--- src/rtl/blake2s_block_feeder.sv ---
// Byte-stream to BLAKE2s block adapter: key block first (zero-padded), then
// 64-byte message blocks with the final one zero-padded, framed by index/first/last.
module blake2s_block_feeder #(
    parameter int LL_W = 64
) (
    input  logic            clk,
    input  logic            reset,
    input  logic            start_i,
    input  logic [5:0]      kk_i,
    input  logic            msg_empty_i,
    input  logic            in_v_i,
    input  logic [7:0]      in_data_i,
    input  logic            in_last_i,
    output logic            in_ready_o,
    input  logic            ready_v_i,
    output logic            data_v_o,
    output logic [7:0]      data_o,
    output logic [5:0]      data_idx_o,
    output logic            block_first_o,
    output logic            block_last_o,
    output logic [LL_W-1:0] ll_o,
    output logic            busy_o
);

    localparam logic [2:0] S_IDLE     = 3'd0;
    localparam logic [2:0] S_WAIT_RDY = 3'd1;
    localparam logic [2:0] S_KEY      = 3'd2;
    localparam logic [2:0] S_MSG      = 3'd3;
    localparam logic [2:0] S_PAD      = 3'd4;
    localparam logic [2:0] S_GAP      = 3'd5;

    localparam logic [LL_W-1:0] LL_ONE = 1;

    logic [2:0] state;
    logic [5:0] kk;
    logic [5:0] idx;
    logic       empty;
    logic       first;
    logic       final_blk;

    assign in_ready_o = (state == S_KEY) || (state == S_MSG);

    // Every emitted beat is registered here; kk is cleared once the key block
    // is consumed so the next WAIT_RDY heads straight into message blocks.
    always_ff @(posedge clk or posedge reset) begin
        if (reset) begin
            state         <= S_IDLE;
            kk            <= '0;
            idx           <= '0;
            empty         <= 1'b0;
            first         <= 1'b0;
            final_blk     <= 1'b0;
            data_v_o      <= 1'b0;
            data_o        <= '0;
            data_idx_o    <= '0;
            block_first_o <= 1'b0;
            block_last_o  <= 1'b0;
            ll_o          <= '0;
            busy_o        <= 1'b0;
        end else begin
            data_v_o      <= 1'b0;
            block_first_o <= 1'b0;
            block_last_o  <= 1'b0;
            case (state)
                S_IDLE: begin
                    if (start_i) begin
                        kk        <= (kk_i > 6'd32) ? 6'd32 : kk_i;
                        empty     <= msg_empty_i;
                        ll_o      <= '0;
                        idx       <= '0;
                        first     <= 1'b1;
                        final_blk <= 1'b0;
                        busy_o    <= 1'b1;
                        state     <= S_WAIT_RDY;
                    end
                end
                S_WAIT_RDY: begin
                    if (ready_v_i) begin
                        if (kk != 6'd0) begin
                            state <= S_KEY;
                        end else if (!empty) begin
                            state <= S_MSG;
                        end else begin
                            state     <= S_PAD;
                            final_blk <= 1'b1;
                        end
                    end
                end
                S_KEY: begin
                    if (in_v_i) begin
                        data_v_o      <= 1'b1;
                        data_o        <= in_data_i;
                        data_idx_o    <= idx;
                        block_first_o <= first;
                        idx           <= idx + 6'd1;
                        if (idx == kk - 6'd1) begin
                            state     <= S_PAD;
                            final_blk <= empty;
                            kk        <= '0;
                        end
                    end
                end
                S_MSG: begin
                    if (in_v_i) begin
                        data_v_o      <= 1'b1;
                        data_o        <= in_data_i;
                        data_idx_o    <= idx;
                        block_first_o <= first;
                        idx           <= idx + 6'd1;
                        ll_o          <= ll_o + LL_ONE;
                        if (idx == 6'd63) begin
                            block_last_o <= in_last_i;
                            first        <= 1'b0;
                            busy_o       <= !in_last_i;
                            state        <= in_last_i ? S_IDLE : S_GAP;
                        end else if (in_last_i) begin
                            state     <= S_PAD;
                            final_blk <= 1'b1;
                        end
                    end
                end
                S_PAD: begin
                    data_v_o      <= 1'b1;
                    data_o        <= 8'h00;
                    data_idx_o    <= idx;
                    block_first_o <= first;
                    idx           <= idx + 6'd1;
                    if (idx == 6'd63) begin
                        block_last_o <= final_blk;
                        first        <= 1'b0;
                        busy_o       <= !final_blk;
                        state        <= final_blk ? S_IDLE : S_GAP;
                    end
                end
                S_GAP: begin
                    state <= S_WAIT_RDY;
                end
                default: begin
                    state <= S_IDLE;
                end
            endcase
        end
    end

endmodule
--- config.mk ---
export PLATFORM = sky130hd
export DESIGN_NAME = blake2s_block_feeder
export DESIGN_NICKNAME = d
export VERILOG_FILES = /design/src/rtl/blake2s_block_feeder.sv
export SDC_FILE = /design/constraint.sdc
export NUM_CORES = 1
export LEC_CHECK = 0
export ABC_AREA = 0
export BUFFER_PORTS_ARGS = -buffer_cell sky130_fd_sc_hd__buf_4
export CAP_MARGIN = 10
export CORE_AREA = 2 2 150 152
export DETAILED_ROUTE_END_ITERATION = 6
export DIE_AREA = 0 0 152 154
export PLACE_DENSITY = 0.44
export SETUP_SLACK_MARGIN = 0.3
export SLEW_MARGIN = 20
export SYNTH_ARGS = -nofsm -noshare
export SYNTH_HDL_FRONTEND = slang
export SYNTH_SLANG_ARGS = --single-unit
--- constraint.sdc ---
create_clock -name clk -period 4.15 [get_ports clk]
set_input_delay 0.415 -clock clk [delete_from_list [all_inputs] [get_ports clk]]
set_output_delay 0.415 -clock clk [all_outputs]
set_load 0.05 [all_outputs]
==> flow_summary_export.csv <==
group,metric,value,unit
outcome,outcome,"complete, no violations",
drt,first_pass_iters,5,
drt,drc,0,
placed_design,routabilityCongestion,0.755,
worst_setup_path,critPathCaptureType,"flip-flop",
drt,detail_route.wl_per_cell,16.5,um
drt,drt_iter0_drc,344,
cts,cts_buffer_depth,2,
cts,clkLatencyLatePin,0.35,ns
synth,syn-cell-area,5400,um2
drt,vias_per_cell,5.15,
cts,post_cts_resized,0,
grt,grt_pass1_vias,4858,
drt,dr_total_vias,4926,
drt,postRouteAntennaNets,0,
placed_design,dp_hpwl,11000,um
die,start_util,24.9,%
die,die_h,154,um
die,coreArea,21700,um2
sta,maxSlewViolCount,0,
sta,finalSetupViolCount,0,
cts,holdBufCountCts,0,
final_layout,final_cell_area,6730,um2
power,vdd_drop_max,0.280,mV
synth,yosysTopAreaCell,"dfrtp_1",
grt,antenna_found_initial,0,
die,dieWidth,152,um
flow_run,maxCapViolations,0,
synth,syn_inst,588,
placed_design,dpl_cell_area,6430,um2
placed_design,dp.cells,941,
sta,worstMarginPinSlew,1.01,ns
final_layout,nets,696,
cts,cts_buffers,9,
die,row_count,54,
cts,clock_sinks,100,
sta,relSlewSlack,32.3,%
sta,fin_skew,0.00961,ns
worst_setup_path,setup.worst_path.class,"reg -> reg",
sta,finalHoldViolations,0,
sta,rsz0062_at_grt,"false",
final_layout,antennaDiodeCount,0,
die,ios,104,
synth,syn_nets,612,
synth,synth_edf_count,0,
synth,synth_flop_cell,"dfrtp_1",
final_layout,final_cells,957,
sta,fin_crit_sh,75.6,%
drt,drt-total-wl,15800,um
final_layout,drive_above_1_share,22.2,%
cts,tritoncts,"done",
power,power_density,490,nW/um2
placed_design,portBuffers,103,
hold_path,hold_path.class,"in -> async",
grt,gr-total-overflow,0,
sta,fmax,0.319,GHz
synth,synth.top_cells.by_area,"dfrtp_1 (46%), a21oi_1 (4.5%), nand2_1 (4.4%)",
grt,grt_pass1_wl,25900,um
grt,grt_max_degree,56,
placed_design,dp_slack,1.02,ns
worst_setup_path,crit_fanout,24,
synth,synth.avg_cell_area,9.18,um2
cts,clkTransAtPathRegs,0.07,ns
synth,synth_seq_cells,100,
power,power,0.00330,W
sta,period_minus_slack,3.14,ns
sta,setup-tns-final,0,ns
synth,ys_warn_count,0,
grt,met1_usage,17.2,%
grt,use_met2,22.8,%
worst_setup_path,required,4.43,ns
worst_setup_path,crit_arrival,3.42,ns
synth,yosysTopAreaCellShare,46.4,%
final_layout,syn_to_final_growth,24.8,%
synth,ys_types,55,
grt,grt_usage,13.6,%
power,leakagePower,2.96,nW
cts,cts-htree-levels,3,
worst_setup_path,worstSetupStartpointType,"flip-flop",
sta,worst_slack,1.01,ns
synth,seq_area_frac_synth,46.4,%
cts,post_cts_buffers,0,
grt,use_met3,2.68,%
synth,async_flop_share,100,%
final_layout,fillers,2238,
cts,clock_tree.root_cell,"clkbuf_16",
die,dieArea,23400,um2
grt,busiest_layer,"met2",
==> sequential cells by signal, summed over array words and instances (netlist names) <==
register       flops
busy_o             1
block_last_o       1
first              1
data_idx_o         6
state              3
data_o             8
kk                 6
ll_o              64
idx                6
data_v_o           1
empty              1
final_blk          1
block_first_o      1
==> placed cells by master, fill, tap and decap left out, types with 11 or more instances in the layout <==
master   Yosys  routed
buf_4        0     111
o31ai_1     26      26
o21ai_0     21      21
or4_1       26      26
xor2_1      21      21
inv_1       13      12
a21oi_1     48      48
and3_1      17      16
nand3_1     33      33
nor2_1      38      38
nand4_1     20      20
nand2_1     63      63
dfrtp_1    100     100
and4_1      11      11
==> layout make-up <==
cell class	count	area, um2	share of cell area [%]
clock buffers	12	256	3.81
clock inverters	4	47.5	0.706
inverters	13	51.3	0.762
multi-input cells	437	2690	40.0
flip-flops and latches	100	2500	37.2
well taps	280	350	5.20
repair buffers	111	833	12.4
==> Yosys cell counts, types with 3 or more instances <==
cell and n:
or4_1 26, or3_1 9, buf_2 4, o21ai_0 21
and2_1 7, nand2b_1 4, nand4_1 20, mux2i_1 9
nor2_1 38, a22oi_1 7, and3_1 17, a31oi_1 4
mux2_2 8, nand2_1 63, or2_2 8, nor4_1 7
nor3_1 6, ha_1 3, xor2_1 21, and4_1 11
clkbuf_1 32, dfrtp_1 100, o31ai_1 26, nand3_1 33
xnor2_1 7, a21oi_1 48, inv_1 13
==> power by group <==
| part | switching (W) | internal (W) | total (W) |
|---|---|---|---|
| logic | 0.000715 | 0.000403 | 0.00112 |
| clock network | 0.000391 | 0.000500 | 0.000890 |
| registers | 0.000184 | 0.00111 | 0.00129 |
==> layer usage <==
layer / part of all wire (%) / vias to the layer above
met4: 2.0 / 0
li1: - / 2340
met5: 0 / -
met1: 45 / 2424
met3: 4.8 / 21
met2: 49 / 141
==> critical path: stages (launching register included) <==
cell and delay (ns):
dfrtp_1 0.61, or3b_1 0.52, a211oi_2 0.28, nand3_1 0.74, or4_1 0.76, a21oi_1 0.16
==> kinds of logic after synthesis <==
group / synth area share, %
compound gates: 15.6
simple gates: 25.7
xor+xnor: 4.54
fa+ha+maj: 0.696
flops: 46.4
mux: 3.34
buf+inv: 3.78
==> final timing paths <==
kind / startpoint / end / depth (start not counted) / slack [ns]
max reg2reg: state[1]$_DFFE_PP0P_ / ll_o[52]$_DFFE_PP0P_ / 5 / 1.01
min in group clk: msg_empty_i / empty$_DFFE_PP0P_ / 3 / 0.26
max in group asynchronous: reset / ll_o[60]$_DFFE_PP0P_ / 3 / 3.10
min: reset / data_o[0]$_DFFE_PP0P_ / 2 / 0.18
min reg2reg: first$_DFFE_PP0P_ / block_first_o$_DFF_PP0_ / 1 / 0.50
max: state[1]$_DFFE_PP0P_ / ll_o[52]$_DFFE_PP0P_ / 5 / 1.01
==> per-stage QoR <==
| stage | hold slack [ns] | util [%] |
|---|---|---|
| 6_report | 0.182 | 31.0 |
| 5_1_grt | 0.258 | 31.0 |
| 4_1_cts | 0.224 | 31.0 |
| 3_5_place_dp | 0.477 | 29.6 |
| 3_3_place_gp | 0.484 | 29.6 |
| 2_1_floorplan | 0.446 | - |
No activity file was read; power rests on OpenSTA's default activity.
